## config.mk

```make
export PLATFORM = sky130hd
export DESIGN_NAME = up3x_flat
export DESIGN_NICKNAME = d
export VERILOG_FILES = /design/src/rtl/up3x_pkg.sv /design/src/rtl/up3x_if.sv /design/src/rtl/up3x_alu.sv /design/src/rtl/up3x.sv /design/src/flat_wrapper.sv
export SDC_FILE = /design/constraint.sdc
export NUM_CORES = 1
export LEC_CHECK = 0
export ABC_AREA = 1
export CORE_ASPECT_RATIO = 0.5
export CORE_MARGIN = 4
export CORE_UTILIZATION = 40
export DETAILED_ROUTE_END_ITERATION = 12
export PLACE_DENSITY_LB_ADDON = 0.25
export SLEW_MARGIN = 20
export SYNTH_ARGS = -nofsm -noshare
export SYNTH_HDL_FRONTEND = slang
export SYNTH_SLANG_ARGS = --single-unit
```

## constraint.sdc

```tcl
create_clock -name clk -period 3.4 [get_ports clk]
set_input_delay 0.51 -clock clk [delete_from_list [all_inputs] [get_ports clk]]
set_output_delay 0.51 -clock clk [all_outputs]
set_load 0.05 [all_outputs]
```

## src/rtl/up3x_pkg.sv

```systemverilog
// up3x shared definitions: opcode encodings, FSM states, field widths.
package up3x_pkg;

    localparam int unsigned OP_W = 4;

    localparam logic [OP_W-1:0] OP_ADD   = 4'h0;
    localparam logic [OP_W-1:0] OP_STORE = 4'h1;
    localparam logic [OP_W-1:0] OP_LOAD  = 4'h2;
    localparam logic [OP_W-1:0] OP_JUMP  = 4'h3;
    localparam logic [OP_W-1:0] OP_SUB   = 4'h4;
    localparam logic [OP_W-1:0] OP_AND   = 4'h5;
    localparam logic [OP_W-1:0] OP_OR    = 4'h6;
    localparam logic [OP_W-1:0] OP_XOR   = 4'h7;
    localparam logic [OP_W-1:0] OP_LOADI = 4'h8;
    localparam logic [OP_W-1:0] OP_JZ    = 4'h9;
    localparam logic [OP_W-1:0] OP_JNEG  = 4'hA;
    localparam logic [OP_W-1:0] OP_JC    = 4'hB;
    localparam logic [OP_W-1:0] OP_HALT  = 4'hF;

    typedef enum logic [2:0] {
        S_FETCH,
        S_LATCH,
        S_EXEC,
        S_MEMRD,
        S_HALT
    } state_t;

    // Opcodes that read a memory operand and finish in MEMRD.
    function automatic logic is_mem_op(input logic [OP_W-1:0] op);
        return (op == OP_ADD) || (op == OP_SUB) || (op == OP_LOAD) ||
               (op == OP_AND) || (op == OP_OR)  || (op == OP_XOR);
    endfunction

endpackage

```

## src/rtl/up3x_if.sv

```systemverilog
// Single-port synchronous RAM bus between the up3x core and its memory.
interface up3x_if #(
    parameter int unsigned DW = 16,
    parameter int unsigned AW = 8
) ();

    logic [AW-1:0] addr;
    logic [DW-1:0] wdata;
    logic          we;
    logic [DW-1:0] rdata;

    modport master (output addr, output wdata, output we, input rdata);
    modport slave  (input addr, input wdata, input we, output rdata);

endinterface

```

## src/rtl/up3x_alu.sv

```systemverilog
// up3x accumulator ALU: next acc / carry for memory-operand instructions.
module up3x_alu
    import up3x_pkg::*;
#(
    parameter int unsigned DW = 16
) (
    input  logic [OP_W-1:0] op,
    input  logic [DW-1:0]   acc,
    input  logic [DW-1:0]   rdata,
    input  logic            cy,
    output logic [DW-1:0]   acc_nxt_c,
    output logic            cy_nxt_c
);

    logic [DW:0] sum;

    // One extra bit on add/sub gives carry out and unsigned borrow.
    always_comb begin
        acc_nxt_c = acc;
        cy_nxt_c  = cy;
        sum       = '0;
        case (op)
            OP_ADD: begin
                sum       = {1'b0, acc} + {1'b0, rdata};
                acc_nxt_c = sum[DW-1:0];
                cy_nxt_c  = sum[DW];
            end
            OP_SUB: begin
                sum       = {1'b0, acc} - {1'b0, rdata};
                acc_nxt_c = sum[DW-1:0];
                cy_nxt_c  = sum[DW];
            end
            OP_LOAD: acc_nxt_c = rdata;
            OP_AND:  acc_nxt_c = acc & rdata;
            OP_OR:   acc_nxt_c = acc | rdata;
            OP_XOR:  acc_nxt_c = acc ^ rdata;
            default: ;
        endcase
    end

endmodule

```

## src/rtl/up3x.sv

```systemverilog
// up3x accumulator processor core: FETCH/LATCH/EXEC/MEMRD/HALT sequencer.
module up3x
    import up3x_pkg::*;
#(
    parameter int unsigned DW       = 16,
    parameter int unsigned AW       = 8,
    parameter int unsigned RESET_PC = 0
) (
    input  logic          clk,
    input  logic          rst_n,
    input  logic          resume,
    up3x_if.master        mem,
    output logic [AW-1:0] pc,
    output logic [DW-1:0] acc,
    output logic [DW-1:0] ir,
    output logic          cy,
    output logic          halted
);

    state_t          state;
    state_t          state_nxt;
    logic [AW-1:0]   pc_nxt;
    logic [DW-1:0]   acc_nxt;
    logic [DW-1:0]   ir_nxt;
    logic            cy_nxt;
    logic [OP_W-1:0] op;
    logic [AW-1:0]   operand;
    logic [DW-1:0]   alu_acc;
    logic            alu_cy;

    assign op        = ir[DW-1 -: OP_W];
    assign operand   = ir[AW-1:0];
    assign mem.wdata = acc;
    assign halted    = (state == S_HALT);

    up3x_alu #(.DW(DW)) u_alu (
        .op        (op),
        .acc       (acc),
        .rdata     (mem.rdata),
        .cy        (cy),
        .acc_nxt_c (alu_acc),
        .cy_nxt_c  (alu_cy)
    );

    // State and architectural registers; async reset also kills a pending store.
    always_ff @(posedge clk or negedge rst_n) begin
        if (!rst_n) begin
            state <= S_FETCH;
            pc    <= AW'(RESET_PC);
            acc   <= '0;
            ir    <= '0;
            cy    <= 1'b0;
        end else begin
            state <= state_nxt;
            pc    <= pc_nxt;
            acc   <= acc_nxt;
            ir    <= ir_nxt;
            cy    <= cy_nxt;
        end
    end

    // Next-state, register updates and memory address/write-enable mux.
    always_comb begin
        state_nxt = state;
        pc_nxt    = pc;
        acc_nxt   = acc;
        ir_nxt    = ir;
        cy_nxt    = cy;
        mem.addr  = pc;
        mem.we    = 1'b0;
        case (state)
            S_FETCH: state_nxt = S_LATCH;
            S_LATCH: begin
                ir_nxt    = mem.rdata;
                pc_nxt    = pc + AW'(1);
                state_nxt = S_EXEC;
            end
            S_EXEC: begin
                state_nxt = S_FETCH;
                if (is_mem_op(op)) begin
                    mem.addr  = operand;
                    state_nxt = S_MEMRD;
                end else begin
                    case (op)
                        OP_STORE: begin
                            mem.addr = operand;
                            mem.we   = 1'b1;
                        end
                        OP_LOADI: acc_nxt = DW'(operand);
                        OP_JUMP:  pc_nxt  = operand;
                        OP_JZ:    if (acc == '0) pc_nxt = operand;
                        OP_JNEG:  if (acc[DW-1]) pc_nxt = operand;
                        OP_JC:    if (cy) pc_nxt = operand;
                        OP_HALT:  state_nxt = S_HALT;
                        default:  ;
                    endcase
                end
            end
            S_MEMRD: begin
                acc_nxt   = alu_acc;
                cy_nxt    = alu_cy;
                state_nxt = S_FETCH;
            end
            S_HALT: if (resume) state_nxt = S_FETCH;
            default: state_nxt = S_FETCH;
        endcase
    end

endmodule

```

## src/flat_wrapper.sv

```systemverilog
// flat-port wrapper written by rule: the top's interface ports become plain ports
module up3x_flat import up3x_pkg::*;
#(
    parameter int unsigned DW       = 16,
    parameter int unsigned AW       = 8,
    parameter int unsigned RESET_PC = 0
)
  (clk, rst_n, resume, pc, acc, ir, cy, halted, mem_addr, mem_wdata, mem_we, mem_rdata);
  up3x_if #(.DW(DW), .AW(AW)) mem_i ();
  input  logic clk;
  input  logic rst_n;
  input  logic resume;
  output logic [AW-1:0] pc;
  output logic [DW-1:0] acc;
  output logic [DW-1:0] ir;
  output logic cy;
  output logic halted;
  output wire logic [$bits(mem_i.addr)-1:0] mem_addr;
  output wire logic [$bits(mem_i.wdata)-1:0] mem_wdata;
  output wire logic [$bits(mem_i.we)-1:0] mem_we;
  input wire logic [$bits(mem_i.rdata)-1:0] mem_rdata;
  assign mem_addr = mem_i.addr;
  assign mem_wdata = mem_i.wdata;
  assign mem_we = mem_i.we;
  assign mem_i.rdata = mem_rdata;
  up3x #(.DW(DW), .AW(AW), .RESET_PC(RESET_PC)) u_core (.clk(clk), .rst_n(rst_n), .resume(resume), .mem(mem_i), .pc(pc), .acc(acc), .ir(ir), .cy(cy), .halted(halted));
endmodule
```

# [Word level (Yosys, flattened, before mapping)]
# Index checks and enable logic that the tools add are counted.
[totals] word_cells=70 output_inout_bits=67 in_bits=19 reg_bits=44
[classes] bitwise=3 mux=21 add_sub_neg=3 n_reduce_logical=14 eq_ne=24
[ops] operator="$pmux 16 s6" n=1
[ops] operator="$mux 8" n=7
[ops] operator="$mux 16" n=2
[ops] operator="$pmux 16 s2" n=1
[ops] operator="$pmux 8 s4" n=1
[ops] operator="$eq 4x4->1 const B" n=5
[ops] operator="$add 16x16->17" n=1
[ops] operator="$sub 16x16->17" n=1
[ops] operator="$and 16x16->16" n=1
[ops] operator="$eq 4x3->1 const B" n=4
[ops] operator="$logic_not 16->1" n=1
[ops] operator="$or 16x16->16" n=1
[ops] operator="$pmux 8 s2" n=1
[ops] operator="$xor 16x16->16" n=1
[ops] operator="$pmux 3 s4" n=1
[ops] operator="$mux 3" n=3
[ops] operator="$ne 3x2->1 const B" n=3
[ops] operator="$add 8x1->8 const B" n=1
[ops] operator="$eq 4x2->1 const B" n=2
[ops] operator="$ne 7x1->1 const B" n=1
[ops] operator="$eq 3x2->1 const B" n=2
[ops] operator="$ne 2x2->1 const B" n=3
[ops] operator="$reduce_and 6->1" n=1
[ops] operator="$reduce_bool 2->1" n=3
[ops] operator="other kinds (11)" n=17

# [Longest topological paths before layout]
# Gate-level depths: netlist of the first run.
[logic_depth] word_depth=8 mapped_depth=15 depth_no_buf=15

# [By module]
# Synthesis of the first run repeated with hierarchy kept, for this count alone.
[hier_totals] cells_unflattened=855 hier_area_um2=5406.4
[modules_own_cells] mod="up3x_alu" cells_per_inst=552 seq_area_each_um2=0.0 area_per_inst_um2=2897.8 instances=1
[modules_own_cells] mod="up3x" cells_per_inst=303 seq_area_each_um2=1101.1 area_per_inst_um2=2508.7 instances=1

# [Least setup slack after synthesis of the first run]
# Ideal clock, no wire load.
[synth_path] kind="flip-flop to output port" from="register u_core.ir[12]" to="output port mem_addr[2]" n_path_buf=1 slack_ps=456 arrival_ps=2434 path_stages_with_launch=6 required_ps=2890 path_cell_list="dfrtp_1 > a21oi_1 > nand2_1 > o21ai_2 > buf_4 > o21ai_0"
[synth_between] elab_chain_len=8 elab_cells_between_ends=15 cone_classes="6 x eq/ne; 3 x mux; 6 x reduce/logical"
[synth_rtl] item="start: declaration" line="up3x.sv:15" source="output logic [DW-1:0] ir,"
[synth_rtl] item="start signal: assignment" line="up3x.sv:57" source="ir <= ir_nxt;"
[synth_rtl] item="$eq 4x3->1 or $logic_not 4->1 (tied branches)" line="up3x_pkg.sv:30" source="return (op == OP_ADD) || (op == OP_SUB) || (op == OP_LOAD) ||"
[synth_rtl] item="$logic_or 1x1->1 (3 in series)" line="up3x_pkg.sv:30"
[synth_rtl] item="$logic_or 1x1->1 (2 in series)" line="up3x_pkg.sv:31" source="(op == OP_AND) || (op == OP_OR) || (op == OP_XOR);"
[synth_rtl] item="$mux 8 (*)" line="up3x.sv:80" source="if (is_mem_op(op)) begin"
[synth_rtl] item="$mux 8 (*)" line="up3x.sv:71" source="case (state)"
[synth_rtl] item="end: declaration" line="flat_wrapper.sv:18" source="output wire logic [$bits(mem_i.addr)-1:0] mem_addr;"
# Every way passes the cells marked *; elsewhere a longest branch is shown, timed or not.

# [Worst setup path after layout of the first run]
[layout_path] from="register u_core.state[2]" to="output port mem_addr[0]"
[layout_between] elab_chain_len=2
[layout_rtl] item="start: declaration" line="up3x.sv:20" source="state_t state;"
[layout_rtl] item="start signal: assignment" line="up3x.sv:54" source="state <= state_nxt;"
[layout_rtl] item="$eq 3x2->1" line="up3x.sv:71"
[layout_rtl] item="$mux 8" line="up3x.sv:71"
# No other way between the ends.

==> results of run 1 <==
## path summary, 6_finish.rpt
path,start,end,slack [ns],cells after the start
max,u_core.state[2],mem_addr[0],0.24,8
max in group asynchronous,rst_n,u_core.pc[4],2.73,1
min in group clk,u_core.ir[8],u_core.ir[8],0.49,2
min,rst_n,u_core.ir[11],0.21,1
min reg2reg,u_core.ir[8],u_core.ir[8],0.49,2
max reg2reg,u_core.ir[13],u_core.acc[3],1.06,11
## Yosys cell counts (all sizes together), types with 6 or more instances
master / instances / area share
nor4: 6 / 0.0074
nand2: 237 / 0.18
o21ai: 71 / 0.071
dfrtp: 44 / 0.22
nand4: 9 / 0.011
ha: 49 / 0.12
a211oi: 6 / 0.0089
buf: 35 / 0.044
a21oi: 39 / 0.038
nand3: 70 / 0.070
nor2: 70 / 0.059
o22ai: 11 / 0.014
nor3: 8 / 0.0089
inv: 133 / 0.098
## report_power, final
part | switching, W | internal, W | total (W)
combinational | 0.00335 | 0.00144 | 0.00478
clock | 0.000225 | 0.000268 | 0.000493
sequential | 0.000323 | 0.000749 | 0.00107
total | 0.00389 | 0.00245 | 0.00635
## layer usage
layer  share of wire  up-vias  GRT usage
li1                -     2736          -
met2            0.40      229     0.3515
met1            0.49     2499     0.3571
met5               0        -          0
met3           0.086       20    0.04734
met4           0.015        0    0.04492
## metrics by stage
step | worst slack (ns) | std cells
after floorplan | 0.4564 | 820
after global placement | 0.4920 | 1034
after detailed placement | 0.4249 | 1034
after CTS | 0.09820 | 1041
after global routing | 0.08677 | 1041
final | 0.2407 | 1041
## state kept, by name (all words and copies together), names as in the netlist
name          cells
u_core.ir        16
u_core.acc       16
u_core.pc         8
u_core.state      3
u_core.cy         1
## repair_timing
action                                  CTS  global route
resized for setup                         0             1
hold buffers                              0             0
endpoints found under the setup margin    0             3
## area by class of cell
cell class                 instances  area, µm²
fill                            1271       6065
multi-input combinational        604       3247
sequential                        44       1101
timing repair buffer              88      865.8
inverter                         133      499.2
tap                              165      206.4
clock buffer                       5      125.1
clock inverter                     2      12.51
## cells by family (layout without fill, tap and decap cells)
family	Yosys count	after routing
flip-flops	44	44
XOR/XNOR	4	4
buffers and inverters	172	228
AND/OR/NAND/NOR	406	406
AO/OA/AOI/OAI	143	143
adder cells (fa/ha/maj)	51	51
## worst max-delay path: stages (launching register included)
cell,delay (ns)
dfrtp_1,0.41
inv_2,0.08
nand2_2,0.09
nor2_4,0.21
inv_2,0.20
o21ai_4,0.34
nor2_1,0.07
a21oi_1,0.13
clkdlybuf4s50_1,0.82
==> run_results.csv, run 1 <==
group,metric,value,unit
status,outcome,"finished clean",
synth,syn_avg_cell_area,6.192,µm²
clock_network,clkSlewWorstSetupHoldPaths,0.08,ns
synth,muxShareOfSynthArea,0,
sta,tns,0,ns
worst_setup_path,worstPathRequired,2.89,ns
worst_setup_path,arrival,2.65,ns
routing,dr.pass1.iters,5,
sta,worst_pin_slew,0.8271,ns
cells_and_area,n_antenna_cell,0,
grt,antenna_found_initial,0,
sta,final.min_clock_period,3.159,ns
synth,ys.flop_type,"dfrtp_1",
power,ir_drop,0.0007479,V
worst_hold_path,hold_class,"in2async",
routing,drt_iter0_markers,579,
placement,io_buffers,85,
grt,gr-usage-all-layers,0.2366,
clock_network,clk_latency,0.30,ns
placement,placed_area,5909,µm²
sta,hold-worst-slack,0.2124,ns
synth,synth_xor_area_frac,0.006900,
floorplan,boundaryPins,86,
sta,setup_viol,0,
power,total_power,0.006346,W
worst_setup_path,critPathLaunchType,"flip-flop",
floorplan,dieArea,14670,µm²
sta,hold_viol_final,0,
cells_and_area,fin_area,6057,µm²
clock_network,postCtsSetupRepairBufs,0,
synth,synth_top_family_by_area,"simple AND/OR/NAND/NOR gates",
floorplan,rows,28,
clock_network,cts_tree,"built",
sta,fmax,316.5,MHz
synth,yosys_warnings,0,
clock_network,clockRootBuffer,"clkbuf_16",
synth,synth-seq-area-share,0.2169,
clock_network,cts_inserted_buffers,5,
floorplan,die_x,167.3,µm
routing,drtAntennaViolNets,0,
sta,rsz0062_at_grt,"no",
run,cap_violations,0,
clock_network,cts_sinks,44,
grt,grt_pass1_wl,27.59,mm
routing,vias,5484,
cells_and_area,final_core_util,0.4997,
synth,synthCells,820,
sta,relSlewSlack,0.4435,
placement,globalplace.congestion,0.9901,
synth,synth.distinct_cells,41,
sta,timing.final.crit_share,0.9292,
routing,wirelength,17.33,mm
power,p_leak,3.039,nW
synth,ys_ff_latch,44,
floorplan,die_y,87.67,µm
worst_setup_path,crit_fanout,17,
grt,grt_max_degree,45,
floorplan,core,12120,µm²
cells_and_area,layout_common_cells,"233 x nand2_1, 124 x inv_1, 82 x clkdlybuf4s50_1",
cells_and_area,layout_commonest_cell,"nand2_1",
sta,final_max_slew_viol_count,0,
clock_network,h-tree-depth,2,
synth,synthSimpleGateAreaFrac,0.3423,
routing,avgViaCountPerCell,5.268,
power,powerDensity,1048,nW/µm²
synth,synth_fa_ha_area_frac,0.1286,
synth,synth_fp_nets,890,
grt,grt-ovfl-total,0,
cells_and_area,final_nets,946,
sta,clock_skew,0.01565,ns
placement,dpl.hpwl,13.23,mm
cells_and_area,area_growth,19.30,%
floorplan,initial_core_util,0.4189,
synth,synth-edff-count,0,
synth,netlist_area,5077,µm²
routing,drcViolationCount,0,
routing,wire_per_inst,16.64,µm
worst_setup_path,path_class,"reg2out",
worst_setup_path,critical_path.endpoint_type,"output port",
synth,synth-async-reset-ratio,1.000,
cells_and_area,final_layout_size_suffix_gt1_frac,0.04566,
synth,synth_compound_area_frac,0.1602,
grt,grt_pass1_vias,5061,
clock_network,cts_max_path_buffers,2,
Power figures use the tool's default switching activity.
==> run 2: changes to the inputs <==
--- a/config.mk
+++ b/config.mk
@@ -7,8 +7,10 @@
 export LEC_CHECK = 0
 export ABC_AREA = 1
 export CORE_ASPECT_RATIO = 0.5
-export CORE_MARGIN = 4
+export CORE_MARGIN = 2
 export CORE_UTILIZATION = 40
+export CTS_BUF_LIST = sky130_fd_sc_hd__clkbuf_8
+export CTS_CLUSTER_SIZE = 24
 export DETAILED_ROUTE_END_ITERATION = 12
 export PLACE_DENSITY_LB_ADDON = 0.25
 export SLEW_MARGIN = 20
==> run 2 against run 1 <==
- clock skew decreased by 0.0050 ns
- fmax about the same
- largest cell class unchanged
- clock power increased by 0.8%
- setup slack got worse by 0.00078 ns
- highest routed layer unchanged
- non-clock buffer count increased by 1
- power increased by 0.24%
- final cell count increased by 0.58%
- critical endpoint is now mem_addr[4]
- flip-flop and latch count unchanged
==> run_results.csv, run 2 (synthesis gave the netlist of run 1 again) <==
group,metric,value,unit
floorplan,core,12520,µm²
worst_setup_path,arrival,2.65,ns
cells_and_area,layout_common_cells,"233 x nand2_1, 124 x inv_1, 81 x clkdlybuf4s50_1",
routing,vias,5545,
routing,drcViolationCount,0,
sta,relSlewSlack,0.3641,
cells_and_area,num-fill-cells,1342,
sta,timing.final.crit_share,0.9295,
floorplan,die_x,163.3,µm
placement,globalplace.congestion,0.9705,
cells_and_area,final_layout_size_suffix_gt1_frac,0.04447,
grt,grt_pass1_wl,27.42,mm
sta,final_max_slew_viol_count,0,
worst_setup_path,path_class,"reg2out",
cells_and_area,n_antenna_cell,0,
worst_setup_path,r2r_slack,0.98,ns
sta,clock_skew,0.01066,ns
clock_network,cts_sinks,44,
routing,dr.pass1.iters,5,
sta,hold_viol_final,0,
worst_setup_path,worstReg2RegStart,"u_core.ir[13]",
routing,drtAntennaViolNets,0,
sta,fmax,316.4,MHz
sta,setup_viol,0,
placement,dp.cells,1040,
grt,grt-ovfl-total,0,
grt,grt_max_degree,33,
power,p_leak,3.075,nW
grt,antenna_found_initial,0,
worst_setup_path,crit_fanout,16,
grt,gr-usage-all-layers,0.2606,
placement,dpl.hpwl,13.59,mm
floorplan,initial_core_util,0.4056,
worst_hold_path,hold_class,"in2async",
worst_setup_path,reg2reg_depth,10,
cells_and_area,finalNonFillerCells,1047,
floorplan,boundaryPins,86,
clock_network,hold_buffers,0,
status,outcome,"finished clean",
routing,wire_per_inst,16.78,µm
sta,tns,0,ns
routing,wirelength,17.57,mm
worst_setup_path,critPathLaunchType,"flip-flop",
cells_and_area,reg_top3,"u_core.acc (16), u_core.ir (16), u_core.pc (8)",
clock_network,cts_tree,"built",
worst_setup_path,worstPathRequired,2.89,ns
clock_network,clockRootBuffer,"clkbuf_8",
placement,io_buffers,85,
power,ir_drop,0.0005100,V
routing,avgViaCountPerCell,5.296,
sta,rsz0062_at_grt,"no",
grt,grt_pass1_vias,5064,
floorplan,rows,29,
power,powerDensity,1048,nW/µm²
clock_network,clk_latency,0.32,ns
floorplan,dieArea,13670,µm²
sta,worst_pin_slew,0.9452,ns
clock_network,cts_max_path_buffers,2,
cells_and_area,area_growth,19.59,%
clock_network,cts_inserted_buffers,5,
worst_setup_path,r2r-end,"u_core.acc[3]",
cells_and_area,layout_commonest_cell,"nand2_1",
cells_and_area,final_nets,947,
sta,final.min_clock_period,3.160,ns
run,cap_violations,0,
routing,drt_iter0_markers,526,
floorplan,die_y,83.67,µm
worst_setup_path,critical_path.endpoint_type,"output port",
clock_network,h-tree-depth,2,
clock_network,clkSlewWorstSetupHoldPaths,0.10,ns
-- run 2: cell count changes in the layout (fill, tap and decap cells not counted), sizes merged --
| cell | before | now |
|---|---|---|
| clkinvlp | 1 | 0 |
| dlymetal6s2s | 0 | 3 |
| bufinv | 0 | 2 |
| buf | 6 | 5 |
| clkinv | 1 | 0 |
| clkdlybuf4s50 | 82 | 81 |
-- run 2: metal layers --
metal,part of all wire,up-vias,global-route usage
li1,-,2731,-
met1,0.51,2583,0.3925
met2,0.40,209,0.3790
met3,0.075,22,0.05614
met4,0.014,0,0.05229
met5,0,-,0
-- run 2: what timing repair did --
| action | in CTS | in global routing |
|---|---|---|
| setup endpoints to repair | 0 | 8 |
| setup buffers | 0 | 0 |
| resized for setup | 0 | 4 |
-- run 2: report_power, final --
part / switching, W / internal [W] / total, W
Combinational: 0.00336 / 0.00144 / 0.00480
Clock: 0.000207 / 0.000290 / 0.000497
Sequential: 0.000322 / 0.000747 / 0.00107
Total: 0.00389 / 0.00247 / 0.00636
-- run 2: worst max-delay path by stage --
stage / to / slack, ns / start
detailed placement: mem_addr[0] / 0.46 / u_core.ir[12]
finish: mem_addr[4] / 0.24 / u_core.ir[12]
floorplan: mem_addr[2] / 0.46 / u_core.ir[12]
global route: mem_addr[4] / 0.003 / u_core.ir[12]
CTS: mem_addr[0] / 0.09 / u_core.ir[12]
global placement: u_core.acc[10] / 0.52 / mem_rdata[5]
-- run 2: critical path, cell delays in order (launching register included) --
cell	delay (ns)
dfrtp_1	0.48
inv_1	0.11
nor2_1	0.21
nand2_1	0.18
o21ai_4	0.36
nand2_1	0.08
o21ai_0	0.08
clkdlybuf4s50_1	0.82
-- run 2: layout make-up --
type | count | area (µm²) | share of cell area
clock inverters | 2 | 60.06 | 0.009891
well taps | 170 | 212.7 | 0.03503
repair buffers | 89 | 883.3 | 0.1455
multi-input cells | 604 | 3247 | 0.5347
clock buffers | 5 | 68.82 | 0.01133
inverters | 133 | 499.2 | 0.08222
flip-flops and latches | 44 | 1101 | 0.1813
-- run 2: stage by stage --
stage               total power (W)  area, µm²    util  hold WS (ns)  worst slack (ns)
finish                     0.006362       6072  0.4851        0.2701            0.2399
global route               0.006839       6072  0.4851        0.3286          0.002607
CTS                        0.006325       6057  0.4839        0.2898           0.09282
detailed placement         0.005803       5928  0.4736        0.4722            0.4587
global placement           0.005771       5928  0.4736        0.4662            0.5174
floorplan                  0.004434       5077       -        0.2144            0.4564
==> run 3: changes to the inputs <==
--- a/config.mk
+++ b/config.mk
@@ -12,6 +12,7 @@
 export CTS_BUF_LIST = sky130_fd_sc_hd__clkbuf_8
 export CTS_CLUSTER_SIZE = 24
 export DETAILED_ROUTE_END_ITERATION = 12
+export MAX_ROUTING_LAYER = met4
 export PLACE_DENSITY_LB_ADDON = 0.25
 export SLEW_MARGIN = 20
 export SYNTH_ARGS = -nofsm -noshare
==> run 3 against run 2 <==
- worst hold slack worse by 0.084 ns
- non-clock buffer count unchanged
- fmax up 0.21%
- clock skew up 0.00064 ns
- sequential power about the same
- final cell count about the same
- wire length down 3.4%
- critical path depth unchanged
- count of clock-buffer cells in the layout up 1
- setup slack better by 0.0066 ns
- flip-flop and latch count unchanged
- sequential share of layout area up 0.10 points
==> run_results.csv, run 3 (synthesis gave the netlist of run 1 again) <==
group,metric,value,unit
floorplan,core,12520,µm²
clock_network,hold_buffers,0,
sta,relSlewSlack,0.3604,
clock_network,cts_inserted_buffers,5,
worst_setup_path,crit_buf_inv,2,
worst_setup_path,cp_slowest_cell,"clkdlybuf4s50_1",
grt,grt_pass1_wl,26.54,mm
routing,drcViolationCount,0,
power,powerDensity,1034,nW/µm²
clock_network,clockRootBuffer,"clkbuf_8",
placement,io_buffers,85,
cells_and_area,reg_top3,"u_core.acc (16), u_core.ir (16), u_core.pc (8)",
sta,rsz0062_at_grt,"no",
placement,dpl.hpwl,13.06,mm
placement,globalplace.congestion,1.015,
sta,final.min_clock_period,3.154,ns
clock_network,clk_latency,0.31,ns
grt,grt-ovfl-total,0,
sta,final_max_slew_viol_count,0,
clock_network,postCtsSetupRepairBufs,0,
routing,wire_per_inst,16.20,µm
floorplan,initial_core_util,0.4056,
routing,dr.pass1.iters,5,
cells_and_area,layout_common_cells,"233 x nand2_1, 124 x inv_1, 82 x clkdlybuf4s50_1",
sta,hold_viol_final,0,
cells_and_area,n_antenna_cell,0,
clock_network,clkSlewWorstSetupHoldPaths,0.10,ns
grt,grt_pass1_vias,4886,
floorplan,die_x,163.3,µm
clock_network,h-tree-depth,2,
worst_setup_path,path_cells,"inv_1, nor2_1, nand2_1, o21ai_4, nand2_1, o21ai_0, clkdlybuf4s50_1",
worst_setup_path,arrival,2.64,ns
power,p_leak,3.039,nW
routing,wirelength,16.98,mm
sta,tns,0,ns
floorplan,dieArea,13670,µm²
cells_and_area,area_growth,18.93,%
placement,dp.cells,1040,
routing,vias,5504,
worst_setup_path,crit_fanout,16,
worst_setup_path,cp_top_family,"buffers and inverters",
floorplan,boundaryPins,86,
run,cap_violations,0,
routing,drt_iter0_markers,555,
worst_setup_path,crit_path_frequent_cell,"nand2_1",
status,outcome,"finished clean",
cells_and_area,layout_commonest_cell,"nand2_1",
worst_setup_path,critical_path.endpoint_type,"output port",
worst_setup_path,critPathLaunchType,"flip-flop",
sta,hold-worst-slack,0.1865,ns
worst_hold_path,hold_class,"in2async",
clock_network,cts_tree,"built",
cells_and_area,finalNonFillerCells,1048,
cells_and_area,final_nets,947,
sta,timing.final.crit_share,0.9275,
clock_network,cts_sinks,44,
cells_and_area,final_layout_size_suffix_gt1_frac,0.04556,
clock_network,cts_max_path_buffers,2,
worst_setup_path,worstPathRequired,2.89,ns
cells_and_area,num-fill-cells,1315,
grt,antenna_found_initial,0,
routing,avgViaCountPerCell,5.252,
grt,grt_max_degree,25,
worst_setup_path,crit_path_max_incr_delay,0.82,ns
power,ir_drop,0.0005341,V
sta,setup_viol,0,
floorplan,rows,29,
routing,drtAntennaViolNets,0,
clock_network,cts_resized,0,
power,total_power,0.006243,W
grt,gr-usage-all-layers,0.2569,
sta,worst_pin_slew,0.9507,ns
worst_setup_path,path_class,"reg2out",
sta,clock_skew,0.01130,ns
sta,fmax,317.1,MHz
floorplan,die_y,83.67,µm
run 3: through the flow:
stage | util | instance area [µm²] | setup WS (ns)
floorplan | - | 5077 | 0.4564
global route | 0.4824 | 6038 | 0.01581
detailed placement | 0.4736 | 5928 | 0.4733
finish | 0.4824 | 6038 | 0.2465
global placement | 0.4736 | 5928 | 0.5500
CTS | 0.4814 | 6026 | 0.1054
run 3: power by group:
group	switching [W]	leakage [nW]	internal [W]
clock network	0.000217	0.0434	0.000165
logic	0.00335	2.44	0.00144
registers	0.000323	0.556	0.000747
total	0.00389	3.04	0.00235
run 3: final timing paths:
kind                                  end  depth (start not counted)     startpoint  slack (ns)
max                           mem_addr[5]                          7  u_core.ir[12]        0.25
min                        u_core.acc[14]                          1          rst_n        0.19
max reg2reg                 u_core.acc[3]                         10  u_core.ir[13]        0.98
min reg2reg                  u_core.ir[9]                          2   u_core.ir[9]        0.49
max in group asynchronous   u_core.acc[3]                          2          rst_n        2.48
min in group clk             u_core.ir[9]                          2   u_core.ir[9]        0.49
run 3: metal layers:
| metal | routed length [µm] | global-route usage | vias up | part of all wire |
|---|---|---|---|---|
| li1 | - | - | 2733 | - |
| met1 | 8484 | 0.3840 | 2533 | 0.50 |
| met2 | 6686 | 0.3491 | 219 | 0.39 |
| met3 | 1534 | 0.06061 | 19 | 0.090 |
| met4 | 275 | 0.04747 | 0 | 0.016 |
| met5 | 0 | - | - | 0 |
run 3: final cells by class:
type	instances	area (µm²)	area share
clock buffers	6	82.58	0.01368
clock inverters	2	15.01	0.002487
inverters	133	499.2	0.08268
multi-input cells	604	3247	0.5377
flip-flops and latches	44	1101	0.1823
well taps	170	212.7	0.03523
repair buffers	89	880.8	0.1459
run 3: worst register-to-register path, stage by stage, from the launching register on:
cell and delay (ns):
dfrtp_1 0.45, inv_1 0.15, nor2_4 0.06, nand2_1 0.07, buf_4 0.25, nand2_2 0.30, inv_1 0.54, a21oi_1 0.13
o21ai_0 0.20, o21ai_0 0.11, o21ai_0 0.09
